--- config.mk ---
export PLATFORM = sky130hd
export DESIGN_NAME = bram_access_ctrl
export DESIGN_NICKNAME = d
export VERILOG_FILES = /design/src/rtl/bram_access_ctrl_pkg.sv /design/src/rtl/bram_access_ctrl_be_merge.sv /design/src/rtl/bram_access_ctrl.sv
export SDC_FILE = /design/constraint.sdc
export NUM_CORES = 1
export LEC_CHECK = 0
export ABC_AREA = 1
export BUFFER_PORTS_ARGS = -buffer_cell sky130_fd_sc_hd__buf_4
export CORE_UTILIZATION = 47
export DETAILED_ROUTE_END_ITERATION = 8
export PLACE_DENSITY = 0.79
export SYNTH_ARGS = -nofsm -noshare
export SYNTH_HDL_FRONTEND = slang
export SYNTH_SLANG_ARGS = --single-unit
--- constraint.sdc ---
create_clock -name clk -period 5 [get_ports clk]
set_input_delay 1 -clock clk [delete_from_list [all_inputs] [get_ports clk]]
set_output_delay 1 -clock clk [all_outputs]
set_load 0.02 [all_outputs]
--- src/rtl/bram_access_ctrl_pkg.sv ---
// Shared definitions for the BRAM access controller: RMW FSM encoding and byte-enable constants.
package bram_access_ctrl_pkg;

  typedef enum logic [1:0] {
    IDLE   = 2'd0,
    RMW_RD = 2'd1,
    RMW_WR = 2'd2
  } ctrlState_t;

  localparam logic [3:0] BE_FULL = 4'b1111;
  localparam logic [3:0] BE_NONE = 4'b0000;

endpackage

--- src/rtl/bram_access_ctrl_be_merge.sv ---
// Combinational byte-lane merge: each enabled lane takes the new word, others keep the old word.
module bram_be_merge (
  input  logic [31:0] oldWord,
  input  logic [31:0] newWord,
  input  logic [3:0]  be,
  output logic [31:0] merged
);

  always_comb begin
    merged = oldWord;
    for (int b = 0; b < 4; b++) begin
      if (be[b]) merged[8*b +: 8] = newWord[8*b +: 8];
    end
  end

endmodule

--- src/rtl/bram_access_ctrl.sv ---
// Arbitrates one simple-dual-port BRAM between instruction fetch (port 0) and data (port 1),
// with read-modify-write for partial stores. Optional stall counters under `BRAM_CTRL_STATS_EN.
module bram_access_ctrl
  import bram_access_ctrl_pkg::*;
#(
  parameter int ADDR_W = 12
) (
  input  logic              clk,
  input  logic              rst,
  input  logic              p0_req,
  input  logic [ADDR_W-1:0] p0_addr,
  output logic              p0_ready,
  output logic              p0_rvalid,
  output logic [31:0]       p0_rdata,
  input  logic              p1_req,
  input  logic              p1_we,
  input  logic [3:0]        p1_be,
  input  logic [ADDR_W-1:0] p1_addr,
  input  logic [31:0]       p1_wdata,
  output logic              p1_ready,
  output logic              p1_rvalid,
  output logic [31:0]       p1_rdata,
  output logic [ADDR_W-1:0] bram_raddr,
  input  logic [31:0]       bram_rdata,
  output logic              bram_we,
  output logic [ADDR_W-1:0] bram_waddr,
  output logic [31:0]       bram_wdata,
  output logic [31:0]       p0_stall_cnt,
  output logic [31:0]       p1_stall_cnt
);

  ctrlState_t state, stateNext;
  logic              rrPtr;
  logic [ADDR_W-1:0] rmwAddr;
  logic [3:0]        rmwBe;
  logic [31:0]       rmwWdata;
  logic [31:0]       mergedWord;
  logic              p0Vld_p1, p1Vld_p1;
  logic [31:0]       p0Hold, p1Hold;

  logic p1Write, p1Full, p1Null, p1Partial, p1RdUser;
  logic contested, grant0, grant1Rd;

  // Full writes own port A and never compete; everything else shares port B.
  always_comb begin
    p1Write   = p1_req & p1_we;
    p1Full    = p1Write & (p1_be == BE_FULL);
    p1Null    = p1Write & (p1_be == BE_NONE);
    p1Partial = p1Write & ~p1Full & ~p1Null;
    p1RdUser  = (p1_req & ~p1_we) | p1Partial;
    contested = p0_req & p1RdUser;
    grant0    = p0_req & ~(contested & rrPtr);
    grant1Rd  = p1RdUser & ~(contested & ~rrPtr);
  end

  always_ff @(posedge clk) begin
    if (rst) state <= IDLE;
    else     state <= stateNext;
  end

  always_comb begin
    stateNext = state;
    case (state)
      IDLE:    if (grant1Rd & p1Partial) stateNext = RMW_RD;
      RMW_RD:  stateNext = RMW_WR;
      RMW_WR:  stateNext = IDLE;
      default: stateNext = IDLE;
    endcase
  end

  always_comb begin
    p0_ready   = 1'b0;
    p1_ready   = 1'b0;
    bram_we    = 1'b0;
    bram_raddr = p0_addr;
    bram_waddr = p1_addr;
    bram_wdata = p1_wdata;
    case (state)
      IDLE: begin
        if (!rst) begin
          p0_ready = grant0;
          p1_ready = grant1Rd | p1Full | p1Null;
          bram_we  = p1Full;
        end
        if (grant1Rd) bram_raddr = p1_addr;
      end
      RMW_RD: bram_raddr = rmwAddr;
      RMW_WR: begin
        bram_raddr = rmwAddr;
        bram_waddr = rmwAddr;
        bram_wdata = mergedWord;
        bram_we    = ~rst;
      end
      default: ;
    endcase
  end

  always_ff @(posedge clk) begin
    if (rst) begin
      rrPtr <= 1'b0;
    end else if (state == IDLE && contested) begin
      rrPtr <= ~rrPtr;
    end
  end

  always_ff @(posedge clk) begin
    if (state == IDLE && grant1Rd && p1Partial) begin
      rmwAddr  <= p1_addr;
      rmwBe    <= p1_be;
      rmwWdata <= p1_wdata;
    end
  end

  bram_be_merge uMerge (
    .oldWord (bram_rdata),
    .newWord (rmwWdata),
    .be      (rmwBe),
    .merged  (mergedWord)
  );

  // ---- stage p1: BRAM port B data returns; hold last word for idle cycles ----
  always_ff @(posedge clk) begin
    if (rst) begin
      p0Vld_p1 <= 1'b0;
      p1Vld_p1 <= 1'b0;
      p0Hold   <= 32'd0;
      p1Hold   <= 32'd0;
    end else begin
      p0Vld_p1 <= p0_ready;
      p1Vld_p1 <= p1_ready & ~p1_we;
      if (p0Vld_p1) p0Hold <= bram_rdata;
      if (p1Vld_p1) p1Hold <= bram_rdata;
    end
  end

  assign p0_rvalid = p0Vld_p1;
  assign p1_rvalid = p1Vld_p1;
  assign p0_rdata  = p0Vld_p1 ? bram_rdata : p0Hold;
  assign p1_rdata  = p1Vld_p1 ? bram_rdata : p1Hold;

`ifdef BRAM_CTRL_STATS_EN
  logic [31:0] stall0, stall1;

  function automatic logic [31:0] satInc(input logic [31:0] v);
    return (v == 32'hFFFF_FFFF) ? v : v + 32'd1;
  endfunction

  always_ff @(posedge clk) begin
    if (rst) begin
      stall0 <= 32'd0;
      stall1 <= 32'd0;
    end else begin
      if (p0_req && !p0_ready) stall0 <= satInc(stall0);
      if (p1_req && !p1_ready) stall1 <= satInc(stall1);
    end
  end

  assign p0_stall_cnt = stall0;
  assign p1_stall_cnt = stall1;
`else
  assign p0_stall_cnt = 32'd0;
  assign p1_stall_cnt = 32'd0;
`endif

endmodule
==> metrics <==
outcome=complete, no violations; worst slew pin tran=1230 ps; global-route wire length before repair=24500 um; most used flip-flop cell after synthesis=dfxtp_1; root buffer selected by CTS=clkbuf_16; share of the synthesized area in the top cell type=0.241; Logic pwr share=0.196; drt drc=0; Syn Inst Count=785; DRT Pass-1 Iters=7; max_cap viols=0; Ports=286; Fmax=295 MHz; post-synth cell types=24; CP endpoint kind=output pin; via count=5661; # nets final=1087; mapped cell area=5990 um2; Clock Path Buffers=2; yosys warns=0; crit path kind=reg -> out; largest area contributor in the netlist=edfxtp_1; LEAKAGE=4.00 nW; CP peak stage delay=600 ps; register bit count reported by yosys=117; antenna viol nets, final=0; Flop pwr share=0.385; share of layout cells above drive strength 1=0.271; RSZ-0062 raised after global routing=no; Reg clk slew, reported paths=50 ps; final worst slack=1610 ps; Fin Setup TNS=0 ps; Worst VDD drop=0.223 mV; fin. max-slew vios=0; pre-CTS setup slack=1620 ps; Internal=1.97 mW; Clock power frac=0.419; number of global-route vias before repair=4981; Seq/Total Area, Yosys=0.471; H-tree levels=4; CTS tree=yes; syn avg cell area=7.63 um2; most common cell after layout, fill and taps aside=nand2_1; Die ar.=13200 um2; die height=115 um; largest net degree at the start of global routing=90; most used cell, CP=inv_1; DR WL/cell=13.7 um; Initial Util=0.491; CTS Hold Bufs=0; Final Cycle Share=0.677; gr ovfl total=0; 1st-iter DRT viols=488; Worst path slowest cell=ha_1; Final Hold Vio Count=0; GPL Wtd Cong=0.826; Overall Global Routing Usage=0.241; Worst EP required=4000 ps; Net Sw Frac=0.280; Slew HR=0.178; asr flop ratio synth=0; IO buf count=221; row count=40; Layout Skew=13.1 ps; post-detail-place hpwl=11200 um; Critical Path Start Type=register; initial antenna violation count=0; clk_lat worst skew=410 ps; core outline area=12200 um2; Post-CTS Setup Inserts=0; CTS buffer count=17; final number of setup-violating endpoints=0; Post-Route WL=16000 um; Post-synth EDFFs=48; antenna cells=0; most frequent cells in the layout=nand2_1 (293), buf_4 (225), a21oi_1 (83), dfxtp_1 (69), conb_1 (64); Cell Pwr Density=341 nW/um2; DR vias/cell=4.85; Tmin final=3390 ps; CP Cell Sequence=inv_1 -> ha_1 -> inv_1 -> nor2_1 -> inv_1 -> o21ai_0 -> buf_4; CP Max Fanout=15; Die X=115 um; Syn-to-layout area delta=33.5%; Area contributors post-synth=edfxtp_1 (24%), dfxtp_1 (23%), nand2_1 (18%); Hold Path Class=reg -> reg; Clock Sinks=117; Critical Path AT=2390 ps; NetSw=763 uW; post-CTS sizing=0
## power groups by stage
stage / sequential [mW] / clock, mW / combinational [mW]
floorplan: 1.07 / 0 / 0.350
global placement: 1.07 / 0 / 0.532
detailed placement: 1.07 / 0 / 0.536
CTS: 1.05 / 1.16 / 0.538
global route: 1.05 / 1.20 / 0.580
finish: 1.05 / 1.14 / 0.536
## kinds of logic after synthesis
| kind of cell | synth area share |
|---|---|
| compound gates | 0.128 |
| flops | 0.471 |
| other cells | 0.000626 |
| fa+ha+maj | 0.00835 |
| simple gates | 0.248 |
| buf+inv | 0.144 |
## flip-flops by register name (all words and copies together), names as in the netlist
register,flops
rmwWdata,32
rmwBe,4
p0Hold,32
p0_rvalid,1
rmwAddr,12
state,2
p1_rvalid,1
rrPtr,1
p1Hold,32
## Yosys cell counts, types with 2 or more instances
master / number
edfxtp_1: 48
clkbuf_1: 24
inv_1: 41
nand2_4: 2
buf_2: 9
a21oi_2: 9
nand3_1: 26
nand2_1: 293
buf_1: 2
ha_1: 4
clkbuf_8: 3
dfxtp_1: 69
a31oi_1: 32
nand3_2: 3
buf_6: 3
buf_4: 64
nor2_1: 51
a21oi_1: 83
o21ai_0: 14
## layout make-up
type,count,area (um2)
multi-input cells,583,2550
well taps,168,210
clock buffers,25,528
inverters,42,159
fillers,1050,4210
flip-flops and latches,117,2820
clock inverters,7,41.3
repair buffers,225,1690
## stage by stage
step / total power, mW / utilization / hold WS [ps] / instance area [um2] / instances
after floorplan: 1.42 / - / 447 / 6230 / 848
after global placement: 1.60 / 0.609 / 456 / 7430 / 1135
after detailed placement: 1.60 / 0.609 / 460 / 7430 / 1135
after CTS: 2.75 / 0.655 / 468 / 8000 / 1167
after global routing: 2.83 / 0.655 / 477 / 8000 / 1167
final: 2.73 / 0.655 / 466 / 8000 / 1167
## final timing paths
check,startpoint,end,slack [ps],depth (start not counted)
setup / recovery,state[0]$_SDFFE_PP0P_,bram_we,1610,7
hold / removal,p0Hold[0]$_SDFF_PP0_,p0Hold[0]$_SDFF_PP0_,470,2
setup reg to reg,state[0]$_SDFFE_PP0P_,rmwWdata[15]$_DFFE_PP_,2220,5
hold reg to reg,p0Hold[0]$_SDFF_PP0_,p0Hold[0]$_SDFF_PP0_,470,2
## critical path: cells and delay by family (launching register included)
| family | cells | cell delay, ps |
|---|---|---|
| simple gates | 1 | 230 |
| fa+ha+maj | 1 | 600 |
| compound gates | 1 | 200 |
| flops | 1 | 320 |
| buf+inv | 4 | 620 |
## metal layers
layer	routed length, um	share of wire	GRT usage	up-vias
met5	0	0	0	-
met4	300	0.019	0.102	0
met3	1220	0.076	0.0580	23
met2	7950	0.50	0.409	252
met1	6550	0.41	0.294	2554
li1	-	-	-	2832
Note: power is estimated with default switching activity, not from simulation.
